File: src/rtl/oufbuf_frame_sched_if.sv
// oufbuf_frame_sched_if: signal bundle between the frame scheduler, converter, DPSRAM and LCD timing
interface oufbuf_frame_sched_if #(parameter int ADDR_W = 17);
  logic              iStart;
  logic              oCnnStart;
  logic              iPixValid;
  logic              oWrEn;
  logic [ADDR_W:0]   oWrAddr;
  logic              iLcdFrameStart;
  logic              iLcdRdEn;
  logic [ADDR_W:0]   oRdAddr;
  logic              oFrameDone;
  logic              oBusy;
  logic              oOverrun;
  modport slave (
    input  iStart, iPixValid, iLcdFrameStart, iLcdRdEn,
    output oCnnStart, oWrEn, oWrAddr, oRdAddr, oFrameDone, oBusy, oOverrun
  );
  modport master (
    output iStart, iPixValid, iLcdFrameStart, iLcdRdEn,
    input  oCnnStart, oWrEn, oWrAddr, oRdAddr, oFrameDone, oBusy, oOverrun
  );
endinterface

File: src/rtl/oufbuf_frame_sched.sv
// oufbuf_frame_sched: kicks the CNN, steers writes into the back bank and swaps banks at LCD frame starts
module oufbuf_frame_sched #(
  parameter int WIDTH    = 480,
  parameter int HEIGHT   = 272,
  parameter int ADDR_W   = 17,
  parameter bit AUTO_RUN = 1'b0
) (
  input logic                  iClk,
  input logic                  iRst,
  oufbuf_frame_sched_if.slave  bus
);
  localparam int DEPTH = WIDTH * HEIGHT;
  localparam logic [ADDR_W-1:0] LAST = ADDR_W'(DEPTH - 1);
  localparam logic [ADDR_W-1:0] ONE  = ADDR_W'(1);
  typedef enum logic [1:0] {S_IDLE, S_KICK, S_WRITE, S_WAIT} state_t;
  state_t            r_state, w_next;
  logic              r_wr_bank, r_rd_bank, r_pend;
  logic              r_cnn_start, r_frame_done, r_busy, r_overrun;
  logic [ADDR_W-1:0] r_wr_cnt, r_rd_cnt;
  logic              w_wr, w_last, w_swap;
  assign w_wr   = bus.iPixValid && r_state == S_WRITE;
  assign w_last = w_wr && r_wr_cnt == LAST;
  // pend is the registered flag, so a frame finishing on the same cycle as a frame start waits one more LCD frame
  assign w_swap = bus.iLcdFrameStart && r_pend;
  // next-state decode
  always_comb begin
    w_next = r_state;
    case (r_state)
      S_IDLE:  w_next = bus.iStart ? S_KICK : S_IDLE;
      S_KICK:  w_next = S_WRITE;
      S_WRITE: w_next = w_last ? S_WAIT : S_WRITE;
      default: w_next = w_swap ? (AUTO_RUN ? S_KICK : S_IDLE) : S_WAIT;
    endcase
  end
  // state register
  always_ff @(posedge iClk or posedge iRst)
    if (iRst) r_state <= S_IDLE;
    else      r_state <= w_next;
  // registered status pulses, decoded from the upcoming state so they line up with it
  always_ff @(posedge iClk or posedge iRst)
    if (iRst) begin
      r_cnn_start  <= 1'b0;
      r_busy       <= 1'b0;
      r_frame_done <= 1'b0;
      r_overrun    <= 1'b0;
    end else begin
      r_cnn_start  <= w_next == S_KICK;
      r_busy       <= w_next != S_IDLE;
      r_frame_done <= w_last;
      r_overrun    <= r_overrun | (bus.iPixValid && r_state != S_WRITE);
    end
  // write counter, bank ownership and pending-frame flag
  always_ff @(posedge iClk or posedge iRst)
    if (iRst) begin
      r_wr_cnt  <= '0;
      r_wr_bank <= 1'b1;
      r_rd_bank <= 1'b0;
      r_pend    <= 1'b0;
    end else begin
      r_wr_cnt <= (r_state == S_KICK || w_last) ? '0 : w_wr ? r_wr_cnt + ONE : r_wr_cnt;
      r_pend   <= w_last | (r_pend & ~w_swap);
      if (w_swap) begin
        r_wr_bank <= r_rd_bank;
        r_rd_bank <= r_wr_bank;
      end
    end
  // read counter: frame start rewinds, data-enable advances with wrap
  always_ff @(posedge iClk or posedge iRst)
    if (iRst) r_rd_cnt <= '0;
    else      r_rd_cnt <= bus.iLcdFrameStart ? '0 : !bus.iLcdRdEn ? r_rd_cnt : r_rd_cnt == LAST ? '0 : r_rd_cnt + ONE;
  assign bus.oWrEn      = w_wr;
  assign bus.oWrAddr    = {r_wr_bank, r_wr_cnt};
  assign bus.oRdAddr    = {r_rd_bank, r_rd_cnt};
  assign bus.oCnnStart  = r_cnn_start;
  assign bus.oFrameDone = r_frame_done;
  assign bus.oBusy      = r_busy;
  assign bus.oOverrun   = r_overrun;
endmodule

File: src/flat_wrapper.sv
// flat-port wrapper written by rule: the top's interface ports become plain ports
module oufbuf_frame_sched_flat 
#(
  parameter int WIDTH    = 480,
  parameter int HEIGHT   = 272,
  parameter int ADDR_W   = 17,
  parameter bit AUTO_RUN = 1'b0
)
  (iClk, iRst, bus_iStart, bus_iPixValid, bus_iLcdFrameStart, bus_iLcdRdEn, bus_oCnnStart, bus_oWrEn, bus_oWrAddr, bus_oRdAddr, bus_oFrameDone, bus_oBusy, bus_oOverrun);
  oufbuf_frame_sched_if #(.ADDR_W(ADDR_W)) bus_i ();
  input logic iClk;
  input logic iRst;
  input wire logic [$bits(bus_i.iStart)-1:0] bus_iStart;
  input wire logic [$bits(bus_i.iPixValid)-1:0] bus_iPixValid;
  input wire logic [$bits(bus_i.iLcdFrameStart)-1:0] bus_iLcdFrameStart;
  input wire logic [$bits(bus_i.iLcdRdEn)-1:0] bus_iLcdRdEn;
  output wire logic [$bits(bus_i.oCnnStart)-1:0] bus_oCnnStart;
  output wire logic [$bits(bus_i.oWrEn)-1:0] bus_oWrEn;
  output wire logic [$bits(bus_i.oWrAddr)-1:0] bus_oWrAddr;
  output wire logic [$bits(bus_i.oRdAddr)-1:0] bus_oRdAddr;
  output wire logic [$bits(bus_i.oFrameDone)-1:0] bus_oFrameDone;
  output wire logic [$bits(bus_i.oBusy)-1:0] bus_oBusy;
  output wire logic [$bits(bus_i.oOverrun)-1:0] bus_oOverrun;
  assign bus_i.iStart = bus_iStart;
  assign bus_i.iPixValid = bus_iPixValid;
  assign bus_i.iLcdFrameStart = bus_iLcdFrameStart;
  assign bus_i.iLcdRdEn = bus_iLcdRdEn;
  assign bus_oCnnStart = bus_i.oCnnStart;
  assign bus_oWrEn = bus_i.oWrEn;
  assign bus_oWrAddr = bus_i.oWrAddr;
  assign bus_oRdAddr = bus_i.oRdAddr;
  assign bus_oFrameDone = bus_i.oFrameDone;
  assign bus_oBusy = bus_i.oBusy;
  assign bus_oOverrun = bus_i.oOverrun;
  oufbuf_frame_sched #(.WIDTH(WIDTH), .HEIGHT(HEIGHT), .ADDR_W(ADDR_W), .AUTO_RUN(AUTO_RUN)) u_core (.iClk(iClk), .iRst(iRst), .bus(bus_i));
endmodule
File: config.mk
export PLATFORM = sky130hd
export DESIGN_NAME = oufbuf_frame_sched_flat
export DESIGN_NICKNAME = d
export VERILOG_FILES = /design/src/rtl/oufbuf_frame_sched_if.sv /design/src/rtl/oufbuf_frame_sched.sv /design/src/flat_wrapper.sv
export SDC_FILE = /design/constraint.sdc
export NUM_CORES = 1
export LEC_CHECK = 0
export ABC_CLOCK_PERIOD_IN_PS = 6200
export BUFFER_PORTS_ARGS = -buffer_cell sky130_fd_sc_hd__buf_4
export CORE_MARGIN = 2
export CORE_UTILIZATION = 50
export DETAILED_ROUTE_END_ITERATION = 7
export GPL_TIMING_DRIVEN = 0
export PLACE_DENSITY = 0.74
export SYNTH_ARGS = -nofsm -noshare
export SYNTH_HDL_FRONTEND = slang
export SYNTH_SLANG_ARGS = --single-unit
File: constraint.sdc
create_clock -name iClk -period 6.2 [get_ports iClk]
set_clock_uncertainty 0.05 [all_clocks]
set_input_delay 0.31 -clock iClk [delete_from_list [all_inputs] [get_ports iClk]]
set_output_delay 0.31 -clock iClk [all_outputs]
set_load 0.05 [all_outputs]
==> results.toml, run 1 <==
[layout]
diodes = 0
multi_input_area_sq_um = 1180
stdcell_count = 352
syn_to_final_growth_pct = 22.7
final_common_cell = "buf_4"
register_area_sq_um = 1080
layout.nets = 311
fillCellCount = 380
drive_above_1_share_pct = 24.3
final_cell_mix = "48 x buf_4, 42 x dfrtp_1, 28 x nand2_1"

[pwr]
power.share.switching_pct = 35.8
p_per_area_nw_per_um2 = 249
p_seq_share_pct = 45.7
power_switching_w = 0.000257
p_leak_nw = 1.38
combPwrFrac_pct = 26.3
power_w = 0.000716
p_int_w = 0.000460
p_clk_share_pct = 28.0
irDropWorstVdd_mv = 0.320

[yosys]
synth-simple-area-share_pct = 27.5
ys_async_sr_fraction_pct = 100
yosysSeqAreaShare_pct = 45.9
synth_top_family_by_area = "simple AND/OR/NAND/NOR gates"
netlist_instances = 245
synth_ff_type = "dfrtp_1"
synth_cell_types = 45
ys_ff_latch = 43
syn_area_sq_um = 2350
synth_compound_area_share_pct = 13.5
synthAdderAreaFrac_pct = 3.20
synthMuxAreaShare_pct = 1.81
synth-edff-count = 0
synth-xor-area-share_pct = 4.10
synth_area_per_cell_sq_um = 9.58
syn_nets = 257
ys_warn_count = 0

[outcome]
status = "complete, no violations"

[setup_path]
crit_slowest_cell = "o41ai_4"
cp.depth = 8
path_cells = "inv_1 -> ha_1 -> and3_1 -> buf_4 -> nand3_4 -> o41ai_4 -> buf_6 -> a21oi_1"
r2r_end = "u_core.r_wr_cnt[11]"
worstPathArrival_ns = 2.40
end_kind = "flop"
slowest_delay_ns = 0.62
worstSetupStartpoint = "u_core.r_state[0]"
reg2reg_depth = 8
rr_startpoint = "u_core.r_state[0]"
cp-endpoint = "u_core.r_wr_cnt[11]"
path_max_fanout = 10
ff2ff_setup_slack_ns = 3.93
critPathTopFamily = "compound AO/OA/AOI/OAI gates"
required_ns = 6.33
worst-path-buf-inv = 3
start_kind = "flop"
path_class = "flop to flop"

[routing]
dr.pass1.iters = 4
drt_wl_total_um = 5480
drt_iter0_drc = 198
drcViolationCount = 0
via_per_inst = 6.05
vias = 2129
routedWlPerCell_um = 15.6
antenna_left = 0

[clocking]
clock_path_buffers = 2
numCtsBuffers = 5
clkTransAtPathRegs_ns = 0.08
ctsHtreeMaxLevel = 2
insertion_delay_ns = 0.30
post_cts_resized = 0
cts-root-buf = "clkbuf_8"
cts_tree = "built"
cts_sinks = 43
post_cts_buffers = 0

[global_routing]
grt_pass1_vias = 1933
antenna_found_initial = 0
grt_pass1_wl_um = 9200
grt_overflow = 0
grt_util_all_layers_pct = 22.6
grt_max_degree = 39

[timing]
setup_viol = 0
fmaxAchievable_mhz = 441
slew_headroom_pct = 39.2
min_period_over_period_pct = 36.6
setup_tns_ns = 0
fin_crit_ns = 2.27
rsz0062_at_grt = "false"
hold_violations = 0
final_max_slew_viol_count = 0
tightestPinTransition_ns = 0.903

[place]
dpl.cell_count = 343
hpwl_um = 3880
io_buffers = 45
gp_routability_congestion = 0.882

[die]
dieWidth_um = 72.5
die_h_um = 72.5
num_rows = 24
initial_core_util_pct = 52.8
fp.dieArea_sq_um = 5260
core_sq_um = 4440
ioPinCount = 47

[worst_hold_path]
hold_path_class = "input pin to flop"

[job]
cap_violations = 0
cell families (layout without fill, tap and decap cells):
family	Yosys count	count (layout)
and+or+nand+nor	119	119
DFF	43	43
muxes	4	4
buffers and inverters	16	71
AOI/OAI and AO/OA	46	46
xor gates and xnor gates	11	11
adders and majority gates	6	6
how the worst min path moves through the flow:
stage                          endpoint  cells after the start           startpoint  slack (ns)
floorplan           u_core.bus.oOverrun                      1        bus_iPixValid        0.38
global placement    u_core.bus.oOverrun                      1  u_core.bus.oOverrun        0.39
detailed placement  u_core.r_wr_cnt[12]                      2                 iRst        0.17
CTS                 u_core.bus.oOverrun                      2        bus_iPixValid        0.18
global route        u_core.bus.oOverrun                      2        bus_iPixValid        0.20
finish              u_core.bus.oOverrun                      2        bus_iPixValid        0.19
per-layer routing:
| metal | track usage [%] | part of all wire [%] | vias up |
|---|---|---|---|
| met1 | 33.7 | 49 | 1038 |
| met2 | 31.7 | 44 | 66 |
| met3 | 5.28 | 5.8 | 9 |
| li1 | - | - | 1016 |
| met4 | 9.26 | 1.8 | 0 |
| met5 | 0 | 0 | - |
cell type report:
cell class	count	share of cell area (%)
buffer	7	2.09
clock buffer	8	3.48
inverter	9	1.17
multi-input combinational	186	40.8
sequential	43	37.4
tap	52	2.26
timing repair buffer	47	12.8
worst register-to-register path: stages, from the launching register on:
cell and delay, ns:
dfrtp_1 0.41, inv_1 0.09, ha_1 0.23, and3_1 0.17
buf_4 0.15, nand3_4 0.15, o41ai_4 0.63, buf_6 0.23
a21oi_1 0.05
synthesized netlist by cell type (3+ instances only):
master	instances	share of area (%)
buf_6	3	1.4
ha_1	6	3.2
a21oi_1	13	2.8
nand4_1	14	3.7
nor3_1	7	1.5
inv_1	9	1.4
or4_1	4	1.3
and3_1	8	2.1
dfrtp_1	42	45
nor4_1	6	1.6
buf_4	3	0.96
xor2_1	9	3.4
nand3_1	17	3.6
nand2_1	28	4.5
a41oi_1	3	1.1
nor2_1	17	2.7
o31ai_1	4	1.3
a31oi_1	6	1.6
o21ai_0	7	1.5
power groups by stage:
stage	clock [W]	sequential (W)	combinational, W
2_1_floorplan	0	0.000401	0.0000616
3_3_place_gp	0	0.000331	0.000185
3_5_place_dp	0	0.000332	0.000187
4_1_cts	0.000204	0.000327	0.000188
5_1_grt	0.000215	0.000331	0.000201
6_report	0.000201	0.000327	0.000188
flip-flops by register name, indices dropped and copies added (netlist names):
register / cells
u_core.r_rd_cnt: 17
u_core.r_state: 2
u_core.r_wr_bank: 1
u_core.r_rd_bank: 1
u_core.bus.oOverrun: 1
u_core.bus.oBusy: 1
u_core.r_wr_cnt: 17
u_core.bus.oFrameDone: 1
u_core.bus.oCnnStart: 1
u_core.r_pend: 1
through the flow:
stage               worst slack [ns]  util [%]  hold WS (ns)  area (sq um)
detailed placement              3.93      62.3         0.170          2770
global placement                3.95      61.9         0.395          2750
finish                          3.93      64.8         0.187          2880
floorplan                       3.92         -         0.377          2350
global route                    3.74      64.8         0.198          2880
CTS                             3.92      64.8         0.179          2880
timing repair:
action,4_1_cts,5_1_grt
endpoints found under the hold margin,5,0
hold buffers,1,0
setup endpoints to repair,0,0
Note: power is estimated with default switching activity, not from simulation.
==> run 2: changes to the inputs <==
--- a/config.mk
+++ b/config.mk
@@ -5,13 +5,13 @@
 export SDC_FILE = /design/constraint.sdc
 export NUM_CORES = 1
 export LEC_CHECK = 0
-export ABC_CLOCK_PERIOD_IN_PS = 6200
+export ABC_CLOCK_PERIOD_IN_PS = 1900
 export BUFFER_PORTS_ARGS = -buffer_cell sky130_fd_sc_hd__buf_4
 export CORE_MARGIN = 2
-export CORE_UTILIZATION = 50
+export CORE_UTILIZATION = 49
 export DETAILED_ROUTE_END_ITERATION = 7
 export GPL_TIMING_DRIVEN = 0
-export PLACE_DENSITY = 0.74
+export PLACE_DENSITY = 0.75
 export SYNTH_ARGS = -nofsm -noshare
 export SYNTH_HDL_FRONTEND = slang
 export SYNTH_SLANG_ARGS = --single-unit
==> constraint.sdc (replaced) <==
create_clock -name iClk -period 1.9 [get_ports iClk]
set_clock_uncertainty 0.05 [all_clocks]
set_input_delay 0.095 -clock iClk [delete_from_list [all_inputs] [get_ports iClk]]
set_output_delay 0.095 -clock iClk [all_outputs]
set_load 0.05 [all_outputs]
==> results.toml, run 2 (same netlist as run 1, synthesis figures left out) <==
[timing]
slew_headroom_pct = 40.7
tightestPinTransition_ns = 0.888
min_period_over_period_pct = 99.6
hold_violations = 0
final_max_slew_viol_count = 0
setup_viol = 0
fin_crit_ns = 1.89
rsz0062_at_grt = "true"
fmaxAchievable_mhz = 529

[global_routing]
grt_max_degree = 44
antenna_found_initial = 0
grt_overflow = 0
grt_pass1_wl_um = 8860
grt_pass1_vias = 1859
grt_util_all_layers_pct = 21.5

[pwr]
irDropWorstVdd_mv = 0.932
p_per_area_nw_per_um2 = 736
power_w = 0.00231
p_leak_nw = 1.42

[setup_path]
path_cells = "ha_4 -> nand4_1 -> or4_4 -> clkbuf_16 -> a31oi_4 -> o22ai_1"
path_max_fanout = 6
crit_slowest_cell = "or4_4"
worst-path-buf-inv = 1
slowest_delay_ns = 0.53
required_ns = 2.04
end_kind = "flop"
worstSetupStartpoint = "u_core.r_rd_cnt[0]"
critPathTopFamily = "simple AND/OR/NAND/NOR gates"
path_class = "flop to flop"
rr_startpoint = "u_core.r_rd_cnt[0]"
start_kind = "flop"
worstPathArrival_ns = 2.04

[clocking]
ctsHtreeMaxLevel = 2
cts_sinks = 43
clkTransAtPathRegs_ns = 0.08
clock_path_buffers = 2
numCtsBuffers = 5
cts-root-buf = "clkbuf_8"
cts_tree = "built"
insertion_delay_ns = 0.31

[place]
dpl.cell_count = 344
gp_routability_congestion = 0.846
place_area_sq_um = 2830
io_buffers = 45
hpwl_um = 3660

[routing]
drt_wl_total_um = 5640
drt_iter0_drc = 162
antenna_left = 0
vias = 2165
dr.pass1.iters = 4
via_per_inst = 5.85
routedWlPerCell_um = 15.2
drcViolationCount = 0

[layout]
diodes = 0
fillCellCount = 388
multi_input_area_sq_um = 1270
stdcell_area_sq_um = 3130
final_cell_mix = "62 x buf_4, 28 x nand2_1, 27 x dfrtp_2"
register_area_sq_um = 1110
drive_above_1_share_pct = 39.6
final_common_cell = "buf_4"
reg.largest.list = "u_core.r_rd_cnt (17), u_core.r_wr_cnt (17), u_core.r_state (2)"
syn_to_final_growth_pct = 33.4
stdcell_count = 370
layout.nets = 327

[die]
fp.dieArea_sq_um = 5360
ioPinCount = 47
dieWidth_um = 73.2
num_rows = 25
die_h_um = 73.2
core_sq_um = 4660
initial_core_util_pct = 50.4

[job]
cap_violations = 0

[outcome]
status = "complete, no violations"

[worst_hold_path]
worstHoldStart = "bus_iStart"
hold_path_class = "input pin to flop"
run 2: cell count changes in the layout (fill, tap and decap cells not counted), sizes merged:
cell         previous run  this run
clkbuf                  9        10
dlygate4sd3             1         2
buf                    52        66
run 2: area by class of cell:
class	count	share of cell area (%)
plain buffers	6	1.80
flip-flops and latches	43	35.5
inverters	9	1.08
repair buffers	64	16.5
multi-input cells	186	40.5
well taps	54	2.16
clock buffers	8	2.56
run 2: tightest hold or removal path, stage by stage:
cell and delay (ns):
buf_4 0.11, nand2_1 0.07, a21boi_1 0.06
run 2: power by group:
group	leakage (nW)	total, W	internal, W	switching (W)
Clock	0.0395	0.000574	0.000262	0.000312
Combinational	0.846	0.000650	0.000213	0.000437
Sequential	0.533	0.00108	0.000996	0.0000863
Total	1.42	0.00231	0.00147	0.000836
run 2: final timing paths:
path                                             end  slack (ns)  depth (start not counted)
worst max-delay path             u_core.r_rd_cnt[10]       0.008                          6
worst min-delay path            u_core.bus.oCnnStart        0.03                          3
worst max register to register   u_core.r_rd_cnt[10]       0.008                          6
worst min register to register   u_core.bus.oOverrun        0.42                          1
max in group asynchronous        u_core.r_rd_cnt[12]        0.68                          3
min in group asynchronous        u_core.r_wr_cnt[13]        0.50                          3
run 2: timing repair:
action,in CTS,in global routing
hold buffers,2,0
pin swaps,3,4
endpoints found under the setup margin,24,30
cloned,1,1
gates resized for setup,7,6
buffers inserted,9,6
hold endpoints to repair,43,0
run 2: metrics by stage:
stage	setup WS, ns	utilization, %	hold WS [ns]	setup TNS, ns
after floorplan	-0.0142	-	0.162	-0.0309
after global placement	-0.238	60.6	0.282	-3.81
after detailed placement	-0.272	60.6	0.286	-4.42
after CTS	0.00191	65.1	0.0342	0
after global routing	-0.0316	67.2	0.0612	-0.171
final	0.00786	67.2	0.0325	0
run 2: layer usage:
metal / global-route usage (%) / wire [um] / up-vias / share of wire, %
li1: - / - / 1049 / -
met1: 31.5 / 2690 / 1039 / 48
met2: 31.1 / 2520 / 67 / 45
met3: 5.39 / 341 / 10 / 6.0
met4: 7.00 / 86 / 0 / 1.5
met5: 0 / 0 / - / 0
==> run 3: changes to the inputs <==
--- a/config.mk
+++ b/config.mk
@@ -7,7 +7,7 @@
 export LEC_CHECK = 0
 export ABC_CLOCK_PERIOD_IN_PS = 1900
 export BUFFER_PORTS_ARGS = -buffer_cell sky130_fd_sc_hd__buf_4
-export CORE_MARGIN = 2
+export CORE_MARGIN = 4
 export CORE_UTILIZATION = 49
 export DETAILED_ROUTE_END_ITERATION = 7
 export GPL_TIMING_DRIVEN = 0
==> results.toml, run 3 (same netlist as run 1, synthesis figures left out) <==
[outcome]
status = "complete, no violations"

[layout]
reg.largest.list = "u_core.r_rd_cnt (17), u_core.r_wr_cnt (17), u_core.r_state (2)"
layout.nets = 332
drive_above_1_share_pct = 41.1
diodes = 0
final_common_cell = "buf_4"
stdcell_area_sq_um = 3180
final_cell_mix = "65 x buf_4, 28 x nand2_1, 27 x dfrtp_2"
post-route-util_pct = 70.7
fillCellCount = 352
syn_to_final_growth_pct = 35.6
register_area_sq_um = 1110
multi_input_area_sq_um = 1300

[routing]
antenna_left = 0
drcViolationCount = 0
drt_wl_total_um = 5920
drt_iter0_drc = 137
routedWlPerCell_um = 15.9
dr.pass1.iters = 4
via_per_inst = 5.90
vias = 2200

[global_routing]
grt_pass1_wl_um = 9720
grt_max_degree = 24
antenna_found_initial = 0
grt_overflow = 0
grt_pass1_vias = 2024
grt_util_all_layers_pct = 20.1

[setup_path]
worstSetupStartpoint = "u_core.r_rd_cnt[0]"
worstPathArrival_ns = 2.02
rr_startpoint = "u_core.r_rd_cnt[0]"
end_kind = "flop"
reg2reg_depth = 6
path_class = "flop to flop"
start_kind = "flop"
required_ns = 2.04
path_max_fanout = 10

[timing]
setup_viol = 0
min_period_over_period_pct = 99.4
slew_headroom_pct = 56.0
final_max_slew_viol_count = 0
fin_crit_ns = 1.89
tightestPinTransition_ns = 0.657
rsz0062_at_grt = "true"
hold_violations = 0
fmaxAchievable_mhz = 530

[pwr]
p_per_area_nw_per_um2 = 732
combPwrFrac_pct = 29.1
power.share.switching_pct = 36.6
p_seq_share_pct = 46.2
p_leak_nw = 1.45
irDropWorstVdd_mv = 0.952
power_switching_w = 0.000854
p_int_w = 0.00148
p_clk_share_pct = 24.7

[job]
cap_violations = 0

[worst_hold_path]
min_path_cells = 3
hold_path_class = "input pin to flop"
worstHoldStart = "bus_iStart"

[die]
fp.dieArea_sq_um = 5960
die_h_um = 77.2
ioPinCount = 47
initial_core_util_pct = 52.1
core_sq_um = 4500
num_rows = 24
dieWidth_um = 77.2

[clocking]
cts_tree = "built"
clock_path_buffers = 2
insertion_delay_ns = 0.30
ctsHtreeMaxLevel = 2
cts_sinks = 43
clkTransAtPathRegs_ns = 0.08
cts-root-buf = "clkbuf_8"
numCtsBuffers = 5

[place]
gp_routability_congestion = 0.869
hpwl_um = 3980
place_area_sq_um = 2850
io_buffers = 45
[run 3: cell types whose count changed in the layout (fill, tap and decap cells not counted), sizes merged]
cell    before  now
buf         66   71
clkbuf      10    8
nand3       18   19
clkinv       0    1
[run 3: final cells by class]
class	count	share of cell area (%)
Multi-Input combinational cell	187	40.8
Sequential cell	43	34.9
Timing Repair Buffer	67	16.5
Clock buffer	7	2.40
Buffer	7	2.12
Tap cell	52	2.04
Inverter	9	1.06
Clock inverter	1	0.157
[run 3: worst max-delay path, cell delays in order (launching register included)]
cell	delay, ns
dfrtp_2	0.40
ha_4	0.15
nand4_1	0.23
or4_4	0.53
buf_8	0.17
a31oi_4	0.15
o22ai_1	0.09
[run 3: final timing paths]
| check | slack (ns) | to |
|---|---|---|
| worst min register to register | 0.43 | u_core.bus.oOverrun |
| worst max register to register | 0.01 | u_core.r_rd_cnt[10] |
| worst max-delay path | 0.01 | u_core.r_rd_cnt[10] |
| min in group asynchronous | 0.32 | u_core.r_wr_cnt[14] |
| max in group asynchronous | 0.99 | u_core.r_wr_cnt[6] |
| worst min-delay path | 0.08 | u_core.bus.oCnnStart |
[run 3: timing repair]
action | in CTS | in global routing
hold buffers | 2 | 0
setup buffers | 12 | 6
resized for setup | 7 | 8
cloned | 2 | 0
pin swaps | 1 | 3
endpoints found under the setup margin | 26 | 33
endpoints found under the hold margin | 20 | 0
[run 3: power by group through the flow]
stage               sequential [W]  combinational [W]  clock (W)
floorplan                  0.00132           0.000203          0
global placement           0.00110           0.000606          0
detailed placement         0.00110           0.000620          0
CTS                        0.00108           0.000664   0.000596
global route               0.00109           0.000721   0.000633
finish                     0.00108           0.000678   0.000576
[run 3: routing by layer]
layer	global-route usage [%]	vias up	share of wire (%)
met1	29.2	1063	46
met3	3.86	7	6.0
met5	0	-	0
li1	-	1059	-
met2	30.4	71	46
met4	5.69	0	1.2
[run 3: metrics by stage]
step | cells | setup TNS [ns] | power (W) | setup slack [ns] | hold WS, ns
finish | 373 | 0 | 0.00233 | 0.0122 | 0.0768
global route | 373 | -0.368 | 0.00245 | -0.0583 | 0.0825
CTS | 367 | -0.0258 | 0.00234 | -0.0258 | 0.0442
detailed placement | 343 | -4.42 | 0.00172 | -0.262 | 0.105
global placement | 342 | -4.09 | 0.00170 | -0.251 | 0.282
floorplan | 245 | -0.0309 | 0.00153 | -0.0142 | 0.162
